==> config.mk <==
export PLATFORM = sky130hd
export DESIGN_NAME = bcd_digit_packer
export DESIGN_NICKNAME = d
export VERILOG_FILES = /design/src/rtl/bcd_digit_packer.sv
export SDC_FILE = /design/constraint.sdc
export NUM_CORES = 1
export LEC_CHECK = 0
export CAP_MARGIN = 20
export CORE_ASPECT_RATIO = 1.25
export CORE_MARGIN = 3
export CORE_UTILIZATION = 30
export DETAILED_ROUTE_END_ITERATION = 10
export SLEW_MARGIN = 20
export SYNTH_ARGS = -nofsm -noshare
export SYNTH_HDL_FRONTEND = slang
export SYNTH_SLANG_ARGS = --single-unit
==> constraint.sdc <==
create_clock -name clk -period 4.3 [get_ports clk]
set_input_delay 1.075 -clock clk [delete_from_list [all_inputs] [get_ports clk]]
set_output_delay 1.075 -clock clk [all_outputs]
set_load 0.005 [all_outputs]
==> src/rtl/bcd_digit_packer.sv <==
// bcd_digit_packer
// Collects decimal digits one at a time and packs a one- or two-digit entry
// into a packed-BCD byte {tens, units} for the downstream bcd_to_binary stage.
// Digits above 9 are dropped with a one-cycle err_digit pulse. A completed
// entry whose value exceeds MAX_VALUE is discarded with a one-cycle err_range
// pulse. An accepted word is held on a valid/ready port until it is taken.
//
// Ports:
//   clk          rising-edge clock
//   rst_n        asynchronous active-low reset
//   digit_in     candidate decimal digit (4 bits)
//   digit_valid  digit_in is presented this cycle
//   digit_ready  a digit can be accepted this cycle (state-decoded)
//   enter        finish a one-digit entry
//   clear        synchronous abort of any entry or pending word
//   bcd_out      packed BCD {tens, units}
//   bcd_valid    bcd_out holds a completed in-range word (state-decoded)
//   bcd_ready    downstream takes bcd_out
//   err_digit    one-cycle pulse: digit > 9 presented and dropped
//   err_range    one-cycle pulse: completed value > MAX_VALUE, entry dropped
//   digit_count  digits held: 0 EMPTY, 1 HAVE1, 2 OUT
module bcd_digit_packer #(
    parameter int MAX_VALUE = 15
) (
    input  logic       clk,
    input  logic       rst_n,
    input  logic [3:0] digit_in,
    input  logic       digit_valid,
    output logic       digit_ready,
    input  logic       enter,
    input  logic       clear,
    output logic [7:0] bcd_out,
    output logic       bcd_valid,
    input  logic       bcd_ready,
    output logic       err_digit,
    output logic       err_range,
    output logic [1:0] digit_count
);

    typedef enum logic [1:0] {
        EMPTY = 2'd0,
        HAVE1 = 2'd1,
        OUT   = 2'd2
    } state_t;

    localparam logic [6:0] MAX_V = 7'(MAX_VALUE);

    state_t     state_r;
    logic [3:0] tens_r;
    logic [3:0] units_r;
    logic [7:0] bcd_out_r;
    logic       err_digit_r;
    logic       err_range_r;

    logic [3:0] cand_tens_s;
    logic [3:0] cand_units_s;
    logic [6:0] value_s;
    logic       digit_ok_s;
    logic       in_range_s;

    // Decimal value of a two-digit BCD pair; 99 is the largest result.
    function automatic logic [6:0] bcd_value(input logic [3:0] t, input logic [3:0] u);
        return ({3'd0, t} * 7'd10) + {3'd0, u};
    endfunction

    // Candidate word for a completing edge in HAVE1: a second digit shifts the
    // held digit into tens, a bare enter completes with tens forced to zero.
    always_comb begin
        cand_tens_s  = 4'd0;
        cand_units_s = units_r;
        if (digit_valid) begin
            cand_tens_s  = units_r;
            cand_units_s = digit_in;
        end else begin
            cand_tens_s  = 4'd0;
            cand_units_s = units_r;
        end
        value_s    = bcd_value(cand_tens_s, cand_units_s);
        digit_ok_s = (digit_in <= 4'd9);
        in_range_s = (value_s <= MAX_V);
    end

    // Entry FSM with registered word and error pulses; clear overrides everything.
    always_ff @(posedge clk or negedge rst_n) begin
        if (!rst_n) begin
            state_r     <= EMPTY;
            tens_r      <= 4'd0;
            units_r     <= 4'd0;
            bcd_out_r   <= 8'h00;
            err_digit_r <= 1'b0;
            err_range_r <= 1'b0;
        end else begin
            err_digit_r <= 1'b0;
            err_range_r <= 1'b0;
            if (clear) begin
                state_r   <= EMPTY;
                tens_r    <= 4'd0;
                units_r   <= 4'd0;
                bcd_out_r <= 8'h00;
            end else begin
                case (state_r)
                    EMPTY: begin
                        // enter is meaningless with no digit held
                        if (digit_valid) begin
                            if (digit_ok_s) begin
                                units_r <= digit_in;
                                tens_r  <= 4'd0;
                                state_r <= HAVE1;
                            end else begin
                                err_digit_r <= 1'b1;
                            end
                        end
                    end
                    HAVE1: begin
                        if (digit_valid && !digit_ok_s) begin
                            // bad digit dropped, held digit survives
                            err_digit_r <= 1'b1;
                        end else if (digit_valid || enter) begin
                            tens_r  <= cand_tens_s;
                            units_r <= cand_units_s;
                            if (in_range_s) begin
                                bcd_out_r <= {cand_tens_s, cand_units_s};
                                state_r   <= OUT;
                            end else begin
                                err_range_r <= 1'b1;
                                state_r     <= EMPTY;
                            end
                        end
                    end
                    OUT: begin
                        if (bcd_ready) begin
                            state_r <= EMPTY;
                        end
                    end
                    default: begin
                        state_r <= EMPTY;
                    end
                endcase
            end
        end
    end

    // Handshake flags and digit count decoded from registered state only.
    always_comb begin
        digit_ready = (state_r != OUT);
        bcd_valid   = (state_r == OUT);
        case (state_r)
            EMPTY:   digit_count = 2'd0;
            HAVE1:   digit_count = 2'd1;
            OUT:     digit_count = 2'd2;
            default: digit_count = 2'd0;
        endcase
    end

    assign bcd_out   = bcd_out_r;
    assign err_digit = err_digit_r;
    assign err_range = err_range_r;

endmodule
Word level (Yosys, flattened, before mapping)
Index checks and enable logic that the tools add are counted.
{ "word_totals": {"register_bits": 16, "in_bits": 10, "out_inout_bits": 14, "elab_cells": 61} }
{ "op_classes": {"add_sub_neg": 1, "mul": 1, "order_cmp": 2, "eq_ne": 9, "mux": 32, "reduce_logical": 11} }
{ "op_table": {"columns": ["op", "n"], "rows": [
  ["$mux 8", 5],
  ["$mux 4", 7],
  ["$mux 2", 7],
  ["$ne 3x3->1 const B", 4],
  ["$reduce_and 5->1", 2],
  ["$mux 1", 9],
  ["$pmux 4 s2", 1],
  ["$add 7x4->7", 1],
  ["$le 7x4->1 const B", 1],
  ["$mul 4x3->6 const B", 1],
  ["$pmux 2 s3", 1],
  ["$reduce_bool 2->1", 3],
  ["$le 4x4->1 const B", 1],
  ["$ne 2x2->1 const B", 2],
  ["$pmux 2 s2", 1],
  ["$reduce_and 4->1", 1],
  ["$ne 3x2->1 const B", 1],
  ["$reduce_bool 3->1", 1],
  ["$eq 2x1->1 const B", 1],
  ["$eq 2x2->1 const B", 1],
  ["$logic_not 2->1", 1],
  ["$pmux 1 s2", 1],
  ["$logic_and 1x1->1", 1],
  ["$logic_not 1->1", 1],
  ["$logic_or 1x1->1", 1]
]} }

Logic depth before layout (Yosys ltp)
Gate-level depths: netlist of run 1.
{ "depth": {"ltp_word": 9, "depth_mapped": 16} }

Worst setup path before layout of run 1
OpenSTA, ideal clock, no wires.
{ "synth_path": {"kind": "in2reg", "from": "in digit_valid", "to": "reg bcd_out_r[2], in the netlist bcd_out[2]", "arrival_ps": 4022, "setup_slack_ps": 183, "stages": 16, "cell_sequence": "buf_6 clkbuf_1 clkbuf_1 nand2_1 inv_1 ha_1 ha_1 inv_1 fa_1 nand2_1 o21a_1 or4_4 o21ai_2 buf_6 a21oi_2 a311oi_2"} }
{ "synth_via": {"elab_chain_cells": 6} }
{ "synth_lines": {"columns": ["element", "line", "text"], "rows": [
  ["start: declaration", "28", "input logic digit_valid,"],
  ["$mux 4", "71", "if (digit_valid) begin"],
  ["$mul 4x3->6 / $mux 8 (equally long branches)", "63, 121", null],
  ["$add 7x4->7 / $mux 8 (equally long branches)", "63, 118", null],
  ["$le 7x4->1 / $mux 8 (equally long branches)", "80, 115", null],
  ["$reduce_bool 2->1 (no source line) / $mux 8 (equally long branches)", null, null],
  ["$reduce_and 4->1 (no source line) / $mux 8 (equally long branches)", null, null],
  ["end signal: assignment", "122", "bcd_out_r <= {cand_tens_s, cand_units_s};"],
  ["end: declaration", "51", "logic [7:0] bcd_out_r;"]
]} }
Parallel ways exist; a longest one is shown, timed or not. The select of a mux whose other input is x is not followed.
A chain may end at the register's enable or synchronous reset.

Worst setup path after layout of run 1
{ "layout_path": {"from": "in digit_valid", "to": "reg bcd_out_r[0], in the netlist bcd_out[0]"} }
Same word-level chain as after synthesis.

==> impl_metrics.py, run 1 <==
metrics = {
    "floorplanning": {
        "start_util": 0.315,
        "ioPinCount": 24,
        "die_w_um": 60.5,
        "core-area_mm2": 0.00354,
        "rows": 24,
        "dieArea_mm2": 0.00449,
        "die_y_um": 74.2,
    },
    "synth": {
        "synth_cell_types": 39,
        "ys_top_cells_by_area": "dfrtp_1 36%, ha_1 6.7%, a21oi_1 5.8%",
        "synth_area_leader_cell": "dfrtp_1",
        "avgSynthCellArea_um2": 8.92,
        "synth-edff-count": 0,
        "synth_xor_xnor_area_share": 0.0236,
        "synth_warnings": 0,
        "synth-compound-area-share": 0.223,
        "synthMuxAreaShare": 0.0483,
        "synth_top_family_by_area": "compound AO/OA/AOI/OAI gates",
        "ys_ff_latch": 16,
        "synthCells": 125,
        "syn-cell-area_mm2": 0.00111,
        "synthArstFlopShare": 1.00,
        "yosysMostFrequentCell": "dfrtp_1",
        "synth_nets": 142,
        "synth_commonest_cells": "16 x dfrtp_1, 13 x a21oi_1, 11 x nand2_1, 11 x o21ai_0, 7 x nor3_1",
        "synth_seq_area_share": 0.359,
        "ys.flop_type": "dfrtp_1",
        "synth-simple-area-share": 0.192,
        "synthAdderAreaFrac": 0.0853,
        "yosysTopAreaCellShare": 0.359,
    },
    "worst_hold_path": {
        "min_path_type": "register to register",
    },
    "place": {
        "portBuffers": 23,
        "dp_hpwl_mm": 2.10,
        "placed_area_mm2": 0.00136,
        "gp_congestion": 0.778,
    },
    "cells_and_area": {
        "drive_gt1_frac": 0.110,
        "diodes": 0,
        "final_area_mm2": 0.00141,
        "nets": 164,
        "syn2layout_area_growth_pct": 26.8,
    },
    "detailed_routing": {
        "post_drt_wl_per_cell_um": 14.9,
        "ant_nets": 0,
        "vias_per_cell": 5.44,
        "vias": 1007,
        "drc": 0,
        "drt_iter0_markers": 46,
        "drtPass1Iterations": 5,
        "drt-total-wl_mm": 2.76,
    },
    "worst_setup_path": {
        "setup.worst_path.start_class": "input pin",
        "crit_path_end_kind": "register",
        "path_class": "input pin to register",
        "r2r_slack_ns": 1.22,
        "path_max_fanout": 11,
        "cp.required_ns": 4.45,
        "arrival_ns": 4.10,
    },
    "power": {
        "p_leak_nw": 0.593,
        "power_per_cell_area_mw_per_mm2": 299,
        "vdd_drop_max_mv": 0.176,
        "seq_power_share": 0.404,
        "switching_share": 0.304,
        "p_sw_uw": 128,
        "combPwrFrac": 0.279,
        "p_total_uw": 423,
        "p_int_uw": 294,
        "p_clk_frac": 0.316,
    },
    "clock_network": {
        "clk_path_buf_depth": 2,
        "cts-buffers-inserted": 3,
        "h-tree-depth": 1,
        "cts_sinks": 16,
        "cts-resized-gates": 0,
        "tritoncts": "yes",
        "root_buffer": "clkbuf_8",
        "post-cts-setup-buffers": 0,
        "clk_latency_ns": 0.25,
        "path_clk_slew_ns": 0.06,
        "cts_hold_buf": 0,
    },
    "timing": {
        "finalCritPeriodShare": 0.920,
        "tns_ns": 0,
        "fin_worst_skew_ns": 0.00225,
        "fmax_mhz": 253,
        "hold_viol_final": 0,
        "relSlewSlack": 0.525,
        "finalSetupViolCount": 0,
        "worst-slew-pin-transition_ns": 0.710,
        "slew_violations": 0,
        "fin_crit_ns": 3.96,
        "rsz0062_at_grt": "no",
    },
    "flow_run": {
        "cap_violations": 0,
    },
    "global_route": {
        "grt_max_degree": 20,
        "grt_first_pass_wirelength_mm": 4.72,
        "grt_util_all_layers": 0.140,
        "grt_overflow": 0,
        "antenna_found_initial": 0,
        "grt_pass1_vias": 990,
    },
    "status": {
        "status": "finished clean",
    },
}
layer usage:
metal	vias up	wire (µm)	part of all wire	track usage
met1	482	1170	0.43	0.179
li1	495	-	-	-
met4	0	67	0.024	0.0723
met3	4	127	0.046	0.0191
met2	26	1390	0.50	0.227
met5	-	0	0	0
registers in the layout, summed over array words and instances, names as in the netlist:
| signal | flops |
|---|---|
| err_digit | 1 |
| err_range | 1 |
| units_r | 4 |
| bcd_out | 8 |
| state_r | 2 |
cell type report:
class                           instances  area (µm²)
Multi-Input combinational cell         95         638
Tap cell                               39        48.8
Inverter                                5        18.8
Fill cell                             370        2130
Clock buffer                            4        55.1
Sequential cell                        16         400
Timing Repair Buffer                   26         253
worst paths after layout:
| kind | from | end | cells past startpoint |
|---|---|---|---|
| setup / recovery | digit_valid | bcd_out[0] | 13 |
| hold / removal | state_r[1] | err_digit | 1 |
| setup reg to reg | units_r[1] | bcd_out[0] | 11 |
| hold reg to reg | state_r[1] | err_digit | 1 |
| max in group asynchronous | rst_n | units_r[2] | 1 |
| min in group asynchronous | rst_n | bcd_out[2] | 1 |
logic make-up (layout without fill, tap and decap cells):
group	Yosys count	after routing
AO/OA/AOI/OAI	39	39
XOR/XNOR	3	3
adder cells (fa/ha/maj)	7	7
buffers and inverters	14	35
flip-flops	16	16
multiplexers	5	5
AND/OR/NAND/NOR	41	41
cell usage in the layout, fill, tap and decap left out, drive strengths merged, types with 3 or more instances in the layout:
master	count
nor2	6
clkbuf	4
nand2	11
dfrtp	16
nor2b	3
ha	6
mux2	3
o21ai	12
a21oi	14
o21a	3
nor3	7
nand3	4
and2	4
buf	3
clkdlybuf4s50	23
inv	5
power groups by stage:
stage               clock network (mW)  logic [mW]  registers, mW
global route                     0.141       0.133          0.173
detailed placement                   0       0.118          0.174
global placement                     0       0.115          0.173
CTS                              0.137       0.119          0.171
finish                           0.134       0.118          0.171
floorplan                            0      0.0869          0.168
critical path: stages:
cell and delay [ns]:
clkdlybuf4s50_1 0.56, nand2_1 0.13, inv_1 0.11, ha_1 0.15
ha_1 0.13, inv_1 0.04, fa_1 0.53, nand2_1 0.07
o21a_1 0.18, or4_4 0.52, o21ai_2 0.21, a21oi_1 0.12
a311oi_1 0.27
per-stage QoR:
| stage | hold slack [ns] | util | setup WS [ns] | std cells |
|---|---|---|---|---|
| after detailed placement | 0.500 | 0.383 | 0.0579 | 181 |
| after global routing | 0.549 | 0.399 | 0.0751 | 185 |
| after floorplan | 0.453 | - | 0.183 | 125 |
| final | 0.511 | 0.399 | 0.344 | 185 |
| after CTS | 0.514 | 0.399 | 0.311 | 185 |
| after global placement | 0.499 | 0.383 | 0.202 | 181 |
Power figures use the tool's default switching activity.
==> run 2: changes to the inputs <==
CORE_MARGIN = 2   (was 3)
TNS_END_PERCENT = 50   (was default)
==> run 2 against run 1 <==
Effect of this change:
- clock skew increased by 0.0043 ns
- global-route usage decreased by 0.34 points
- final cell count shrank 0.54%
- clock power hardly changed
- non-clock buffer count shrank 1
- sequential share of layout area increased by 0.15 points
- hold slack got worse by 0.011 ns
- setup slack better by 0.012 ns
- sequential cell count did not move
- register-to-register slack improved by 0.05 ns
- first-iteration DRC count down 50%
- critical endpoint unchanged
- largest cell class unchanged
==> impl_metrics.py, run 2 (synthesis results as in run 1) <==
metrics = {
    "clock_network": {
        "post-cts-setup-buffers": 0,
        "cts-buffers-inserted": 3,
        "cts_sinks": 16,
        "clk_latency_ns": 0.25,
        "tritoncts": "yes",
        "root_buffer": "clkbuf_8",
        "path_clk_slew_ns": 0.07,
        "h-tree-depth": 1,
        "cts-resized-gates": 0,
        "clk_path_buf_depth": 2,
        "cts_hold_buf": 0,
    },
    "status": {
        "status": "finished clean",
    },
    "global_route": {
        "grt_pass1_vias": 954,
        "grt_max_degree": 22,
        "grt_util_all_layers": 0.136,
        "grt_first_pass_wirelength_mm": 4.51,
        "grt_overflow": 0,
        "antenna_found_initial": 0,
    },
    "detailed_routing": {
        "post_drt_wl_per_cell_um": 14.1,
        "ant_nets": 0,
        "vias_per_cell": 5.35,
        "drt-total-wl_mm": 2.60,
        "drt_iter0_markers": 23,
        "drc": 0,
        "vias": 984,
        "drtPass1Iterations": 4,
    },
    "cells_and_area": {
        "nets": 163,
        "syn2layout_area_growth_pct": 26.2,
        "layout_commonest_cell": "clkdlybuf4s50_1",
        "layout_common_cells": "23 x clkdlybuf4s50_1, 16 x dfrtp_1, 13 x a21oi_1",
        "drive_gt1_frac": 0.103,
        "largest_register_ffs": 8,
        "nFillCells": 354,
        "diodes": 0,
    },
    "worst_hold_path": {
        "hp-start": "state_r[1]",
        "min_path_type": "register to register",
    },
    "flow_run": {
        "cap_violations": 0,
    },
    "worst_setup_path": {
        "path_class": "input pin to register",
        "arrival_ns": 4.09,
        "cp.required_ns": 4.45,
        "setup.worst_path.start_class": "input pin",
        "critPathLaunch": "digit_valid",
        "r2r_start": "units_r[1]",
        "path_max_fanout": 11,
        "crit_path_end_kind": "register",
    },
    "floorplanning": {
        "ioPinCount": 24,
        "rows": 24,
        "core-area_mm2": 0.00351,
        "dieArea_mm2": 0.00422,
        "die_w_um": 58.5,
        "start_util": 0.317,
        "die_y_um": 72.2,
    },
    "timing": {
        "fin_crit_ns": 3.94,
        "worst-slew-pin-transition_ns": 0.739,
        "finalSetupViolCount": 0,
        "hold_viol_final": 0,
        "finalCritPeriodShare": 0.917,
        "slew_violations": 0,
        "fin_worst_skew_ns": 0.00656,
        "fmax_mhz": 253,
        "relSlewSlack": 0.506,
        "setup_slack_ns": 0.355,
        "rsz0062_at_grt": "no",
        "tns_ns": 0,
    },
    "place": {
        "dp_hpwl_mm": 1.97,
        "place_ws_ns": 0.0991,
        "portBuffers": 23,
        "gp_congestion": 0.797,
    },
    "power": {
        "power_per_cell_area_mw_per_mm2": 298,
        "p_leak_nw": 0.589,
        "vdd_drop_max_mv": 0.239,
    },
}
==> run 2: changes by cell type in the layout (fill, tap and decap cells not counted), sizes merged <==
cell and change:
buf -1
==> run 2: power by group <==
group	switching [mW]	total (mW)	internal, mW
Clock	0.0512	0.132	0.0812
Sequential	0.0116	0.171	0.159
Combinational	0.0636	0.116	0.0527
==> run 2: final cells by class <==
class	count	area, µm²	area share
clock buffer	4	55.1	0.0391
inverter	5	18.8	0.0133
multi-input combinational	95	638	0.454
sequential	16	400	0.285
tap	39	48.8	0.0347
timing repair buffer	25	245	0.174
==> run 2: worst max-delay path, stage by stage <==
cell	delay, ns
clkdlybuf4s50_1	0.57
and2_1	0.22
ha_1	0.16
ha_1	0.13
inv_1	0.05
fa_1	0.54
nand2_1	0.06
o21a_1	0.18
or4_4	0.52
o21ai_2	0.21
a21oi_1	0.12
a311oi_1	0.25
==> run 2: stage by stage <==
stage	utilization	hold WS, ns	power, mW	cell area, µm²	std cells
after global placement	0.385	0.503	0.288	1350	180
after global routing	0.400	0.532	0.447	1410	184
final	0.400	0.500	0.420	1410	184
after floorplan	-	0.453	0.255	1110	125
after CTS	0.400	0.506	0.425	1410	184
after detailed placement	0.385	0.505	0.289	1350	180
==> run 2: worst paths after layout <==
check | slack [ns] | cells past startpoint | to
max | 0.36 | 12 | bcd_out[0]
min | 0.50 | 1 | state_r[0]
max reg2reg | 1.27 | 11 | bcd_out[0]
min reg2reg | 0.50 | 1 | state_r[0]
max in group asynchronous | 2.57 | 1 | bcd_out[1]
min in group asynchronous | 1.26 | 1 | state_r[0]
==> run 2: metal layers <==
layer	part of all wire	routed length, µm	global-route usage	vias up
met5	0	0	0	-
met2	0.47	1230	0.216	26
met1	0.48	1240	0.192	461
met4	0.017	45	0.0465	0
met3	0.033	86	0.0160	6
li1	-	-	-	491
